`config.mk`:
```
export PLATFORM = sky130hd
export DESIGN_NAME = bus_cycle_gen
export DESIGN_NICKNAME = d
export VERILOG_FILES = /design/src/rtl/bus_pkg.sv /design/src/rtl/bus_wait_timer.sv /design/src/rtl/bus_cycle_gen.sv
export SDC_FILE = /design/constraint.sdc
export NUM_CORES = 1
export LEC_CHECK = 0
export BUFFER_PORTS_ARGS = -buffer_cell sky130_fd_sc_hd__buf_4
export CORE_MARGIN = 2
export CORE_UTILIZATION = 51
export DETAILED_ROUTE_END_ITERATION = 6
export PLACE_DENSITY = 0.79
export SLEW_MARGIN = 10
export SYNTH_ARGS = -nofsm -noshare
export SYNTH_HDL_FRONTEND = slang
export SYNTH_HIERARCHICAL = 1
export SYNTH_SLANG_ARGS = --single-unit
```
`constraint.sdc`:
```
create_clock -name CLK -period 2.6 [get_ports CLK]
set_input_delay 0.26 -clock CLK [delete_from_list [all_inputs] [get_ports CLK]]
set_output_delay 0.26 -clock CLK [all_outputs]
set_load 0.02 [all_outputs]
```
`src/rtl/bus_pkg.sv`:
```
// Shared types and constants for the 8086-style bus cycle generator.
package bus_pkg;

    localparam int ADDR_W_DEF = 20;
    localparam int DATA_W_DEF = 8;

    localparam logic IOM_IO  = 1'b1;
    localparam logic IOM_MEM = 1'b0;

    typedef enum logic [5:0] {
        IDLE = 6'b000001,
        T1   = 6'b000010,
        T2   = 6'b000100,
        T3   = 6'b001000,
        TW   = 6'b010000,
        T4   = 6'b100000
    } bus_state_t;

    typedef struct packed {
        logic [ADDR_W_DEF-1:0] addr;
        logic                  io;
        logic                  write;
        logic [DATA_W_DEF-1:0] wdata;
    } bus_req_t;

endpackage

```
`src/rtl/bus_wait_timer.sv`:
```
// Wait-state counter: counts TW cycles and flags when MAX_WAIT is reached.
module bus_wait_timer #(
    parameter int MAX_WAIT = 15
) (
    input  logic CLK,
    input  logic RESET,
    input  logic clr,
    input  logic en,
    output logic done
);

    logic [7:0] count;

    // NOTE: asynchronous reset sits in the sensitivity list so it acts without a clock edge.
    always_ff @(posedge CLK or posedge RESET) begin
        if (RESET) begin
            count <= 8'd0;
        end else if (clr) begin
            count <= 8'd0;
        end else if (en) begin
            count <= count + 8'd1;
        end
    end

    // The FSM stops enabling at the terminal value, so the counter never wraps.
    assign done = (count == 8'(MAX_WAIT));

endmodule

```
`src/rtl/bus_cycle_gen.sv`:
```
// Turns single-byte core requests into T1-T4 bus cycles with READY wait
// states and a watchdog abort.
module bus_cycle_gen
    import bus_pkg::*;
#(
    parameter int ADDR_W   = ADDR_W_DEF,
    parameter int DATA_W   = DATA_W_DEF,
    parameter int MAX_WAIT = 15
) (
    input  logic              CLK,
    input  logic              RESET,
    input  logic              req_valid,
    output logic              req_ready,
    input  logic [ADDR_W-1:0] req_addr,
    input  logic              req_io,
    input  logic              req_write,
    input  logic [DATA_W-1:0] req_wdata,
    output logic              rsp_valid,
    output logic [DATA_W-1:0] rsp_rdata,
    output logic              rsp_err,
    output logic              ALE,
    output logic              IOM,
    output logic              RD,
    output logic              WR,
    output logic [ADDR_W-1:0] Address,
    output logic [DATA_W-1:0] Data_out,
    output logic              Data_oe,
    input  logic [DATA_W-1:0] Data_in,
    input  logic              READY,
    output logic              busy
);

    bus_state_t state;
    bus_req_t   hold;
    logic       wait_clr;
    logic       wait_en;
    logic       wait_done;
    logic       cycle_end;

    assign wait_clr  = (state == IDLE) || (state == T4);
    assign wait_en   = !READY && ((state == T3) || ((state == TW) && !wait_done));
    assign cycle_end = READY || ((state == TW) && wait_done);

    // Address and IOM come straight from the holding flops, stable T1..T4.
    assign Address = ADDR_W'(hold.addr);
    assign IOM     = hold.io;

    bus_wait_timer #(
        .MAX_WAIT (MAX_WAIT)
    ) u_wait_timer (
        .CLK   (CLK),
        .RESET (RESET),
        .clr   (wait_clr),
        .en    (wait_en),
        .done  (wait_done)
    );

    // NOTE: every register here uses non-blocking assignment so all state
    // updates see the pre-edge values regardless of statement order.
    always_ff @(posedge CLK or posedge RESET) begin
        if (RESET) begin
            state     <= IDLE;
            hold      <= '0;
            req_ready <= 1'b0;
            busy      <= 1'b0;
            ALE       <= 1'b0;
            RD        <= 1'b1;
            WR        <= 1'b1;
            Data_out  <= '0;
            Data_oe   <= 1'b0;
            rsp_valid <= 1'b0;
            rsp_err   <= 1'b0;
            rsp_rdata <= '0;
        end else begin
            unique case (state)
                IDLE: begin
                    if (req_ready && req_valid) begin
                        hold.addr  <= ADDR_W_DEF'(req_addr);
                        hold.io    <= req_io ? IOM_IO : IOM_MEM;
                        hold.write <= req_write;
                        hold.wdata <= DATA_W_DEF'(req_wdata);
                        req_ready  <= 1'b0;
                        busy       <= 1'b1;
                        ALE        <= 1'b1;
                        state      <= T1;
                    end else begin
                        req_ready <= 1'b1;
                    end
                end
                T1: begin
                    ALE <= 1'b0;
                    if (hold.write) begin
                        WR       <= 1'b0;
                        Data_oe  <= 1'b1;
                        Data_out <= DATA_W'(hold.wdata);
                    end else begin
                        RD <= 1'b0;
                    end
                    state <= T2;
                end
                T2: begin
                    state <= T3;
                end
                T3, TW: begin
                    if (cycle_end) begin
                        if (READY && !hold.write) begin
                            rsp_rdata <= Data_in;
                        end
                        RD        <= 1'b1;
                        WR        <= 1'b1;
                        Data_oe   <= 1'b0;
                        rsp_valid <= 1'b1;
                        rsp_err   <= !READY;
                        state     <= T4;
                    end else begin
                        state <= TW;
                    end
                end
                T4: begin
                    rsp_valid <= 1'b0;
                    rsp_err   <= 1'b0;
                    busy      <= 1'b0;
                    req_ready <= 1'b1;
                    state     <= IDLE;
                end
                default: begin
                    state <= IDLE;
                end
            endcase
        end
    end

endmodule

```
==> flow_metrics.tcl <==
set metrics [dict create \
    status "finished, final reports clean" \
    cts_sinks 68 \
    fin_skew_ns 0.00650 \
    irDropWorstVdd_uv 639 \
    rsz0062_at_grt "no" \
    startpoint_type "flop" \
    drive_gt1_frac 0.422 \
    grt_max_degree 61 \
    placed_area_mm2 0.00352 \
    dieArea_mm2 0.00642 \
    maxCapViolations 0 \
    drc 0 \
    gp_congestion 0.760 \
    dieHeight_um 80.1 \
    dp.final_hpwl_mm 3.86 \
    power.density_mw_per_mm2 1100 \
    ys_seq_area_frac 0.577 \
    num-nets-final 339 \
    p_int_mw 2.68 \
    max_freq_mhz 423 \
    synth_area_leader_cell "dfrtp_1" \
    synth_edf_count 0 \
    clk_latency_ns 0.33 \
    cts_made_buffers 9 \
    syn2layout_area_growth_pct 25.9 \
    insertedDiodeCount 0 \
    clkPwrFrac 0.202 \
    antenna_found_initial 0 \
    clk_path_buf_depth 2 \
    critical_path.max_fanout 7 \
    synthTopCellsByArea "dfrtp_1 (55%), mux2_1 (14%), buf_4 (5.3%)" \
    p_seq_frac 0.409 \
    row_count 27 \
    ios 87 \
    async_reset_ff_frac 1.00 \
    clk_pin_slew_ns 0.07 \
    start_util 0.533 \
    syn-num-nets 263 \
    slew_violations 0 \
    overflow 0 \
    placedCellCount 356 \
    cts_root_buf "clkbuf_8" \
    multi_input_area_mm2 0.00102 \
    swShare 0.346 \
    period_needed_ns 2.36 \
    synth_most_common_cell "dfrtp_1" \
    finalSetupViolations 0 \
    endpoint_kind "flop" \
    coreArea_mm2 0.00554 \
    hold_viol 0 \
    post-cts-setup-buffers 0 \
    avgViaCountPerCell 5.08 \
    grt_pass1_vias 1806 \
    firstDrtPassIters 4 \
    fin_crit_sh 0.910 \
    synth_flop_cell "dfrtp_1" \
    net-switching-power_mw 1.42 \
    io_buffers 86 \
    synthCells 220 \
    hold_path_class "in -> reg" \
    seqCellArea_mm2 0.00171 \
    grt_usage 0.175 \
    cts_tree "built" \
    path_class "reg -> reg" \
    fillers 431 \
    worstMarginPinSlew_ns 0.724 \
    drt-initial-drc-count 98 \
    power_leakage_nw 1.80 \
    utilization 0.672 \
    slew_headroom 0.518 \
    netlist_area_mm2 0.00296 \
    combPwrFrac 0.389 \
    die_w_um 80.1 \
    ys_ff_latch 68 \
    crit_required_ns 2.86 \
    final-instance-count-excl-fill 373 \
    grt_pass1_wl_mm 8.47 \
    yosysWarnings 6 \
    crit_arrival_ns 2.62 \
    ys_top_cells_by_count "dfrtp_1 (65), mux2_1 (36), buf_4 (21)" \
    p_total_mw 4.10 \
    finalSetupTns_ns 0 \
    htree_levels 3 \
    syn_area_per_cell_um2 13.4 \
    ys_types 42 \
    vias 1894 \
    synth.top_cell.area_share 0.550 \
    postRouteAntennaNets 0 \
    totalWireLength_mm 5.37 \
    post_drt_wl_per_cell_um 14.4 \
    fin_area_mm2 0.00372 \
]
cell usage in the layout (no fill, tap or decap), types with 2 or more instances in the layout:
cell,n
mux2_1,36
o21a_1,2
buf_4,91
nor2b_1,2
mux2_2,2
dfstp_2,3
o21ai_0,9
clkinvlp_4,3
a21oi_1,9
inv_1,3
nor2_1,9
inv_2,2
clkinv_2,3
or3_1,3
mux2_4,8
clkbuf_8,9
xor2_1,4
nor3_1,3
nand4_1,5
nand2_1,7
dfrtp_1,65
per-stage QoR:
stage	hold WS (ns)	worst slack [ns]
5_1_grt	0.117	0.124
6_report	0.122	0.235
3_3_place_gp	0.238	0.319
4_1_cts	0.111	0.250
2_1_floorplan	0.0757	0.303
3_5_place_dp	0.250	0.249
routing by layer:
| layer | part of all wire | track usage |
|---|---|---|
| met5 | 0 | 0 |
| met4 | 0.015 | 0.0644 |
| met3 | 0.068 | 0.0573 |
| met2 | 0.46 | 0.262 |
| met1 | 0.46 | 0.241 |
cell families after synthesis:
family | synth area share
buffers and inverters | 0.0771
xor gates and xnor gates | 0.0148
and+or+nand+nor | 0.0859
DFF | 0.577
AOI/OAI and AO/OA | 0.0521
adders and majority gates | 0.00423
muxes | 0.189
worst paths after layout:
| kind | start | endpoint | slack, ns | cells after the start |
|---|---|---|---|---|
| worst max register to register | state[4]$_DFFE_PP0P_ | u_wait_timer/count[6]$_DFFE_PP0P_ | 0.24 | 6 |
| max in group asynchronous | RESET | Data_oe$_DFFE_PP0P_ | 1.43 | 4 |
| worst max-delay path | state[4]$_DFFE_PP0P_ | u_wait_timer/count[6]$_DFFE_PP0P_ | 0.24 | 6 |
| worst min-delay path | READY | state[4]$_DFFE_PP0P_ | 0.12 | 2 |
| worst min register to register | Address[6]$_DFFE_PP0P_ | Address[6]$_DFFE_PP0P_ | 0.49 | 1 |
| min in group asynchronous | RESET | u_wait_timer/count[3]$_DFFE_PP0P_ | 0.44 | 3 |
worst max-delay path: stages (launching register included):
cell and delay, ns:
dfrtp_1 0.44, or4_4 0.57, or3b_1 0.45, nand2_1 0.14, o2111ai_2 0.16, or3_1 0.37, a21oi_1 0.15
power groups by stage:
stage	clock (mW)	sequential (mW)	combinational [mW]
2_1_floorplan	0	1.80	1.08
3_3_place_gp	0	1.68	1.58
3_5_place_dp	0	1.70	1.61
4_1_cts	0.850	1.68	1.62
5_1_grt	0.905	1.72	1.71
6_report	0.827	1.68	1.59
registers in the layout, indices dropped and copies added, names as in the netlist, 6 cells and up:
register,count
Data_out,8
Address,20
state,6
rsp_rdata,8
hold,9
u_wait_timer/count,8
what timing repair did:
item,CTS,global route
hold endpoints to repair,8,0
resized for setup,0,0
hold buffers,1,0
cell type report:
type                    count  area share
clock buffers               9      0.0333
clock inverters             7      0.0182
inverters                   5     0.00504
multi-input cells         120       0.275
flip-flops and latches     68       0.458
well taps                  72      0.0242
repair buffers             92       0.186
(Power assumes the default switching activity.)
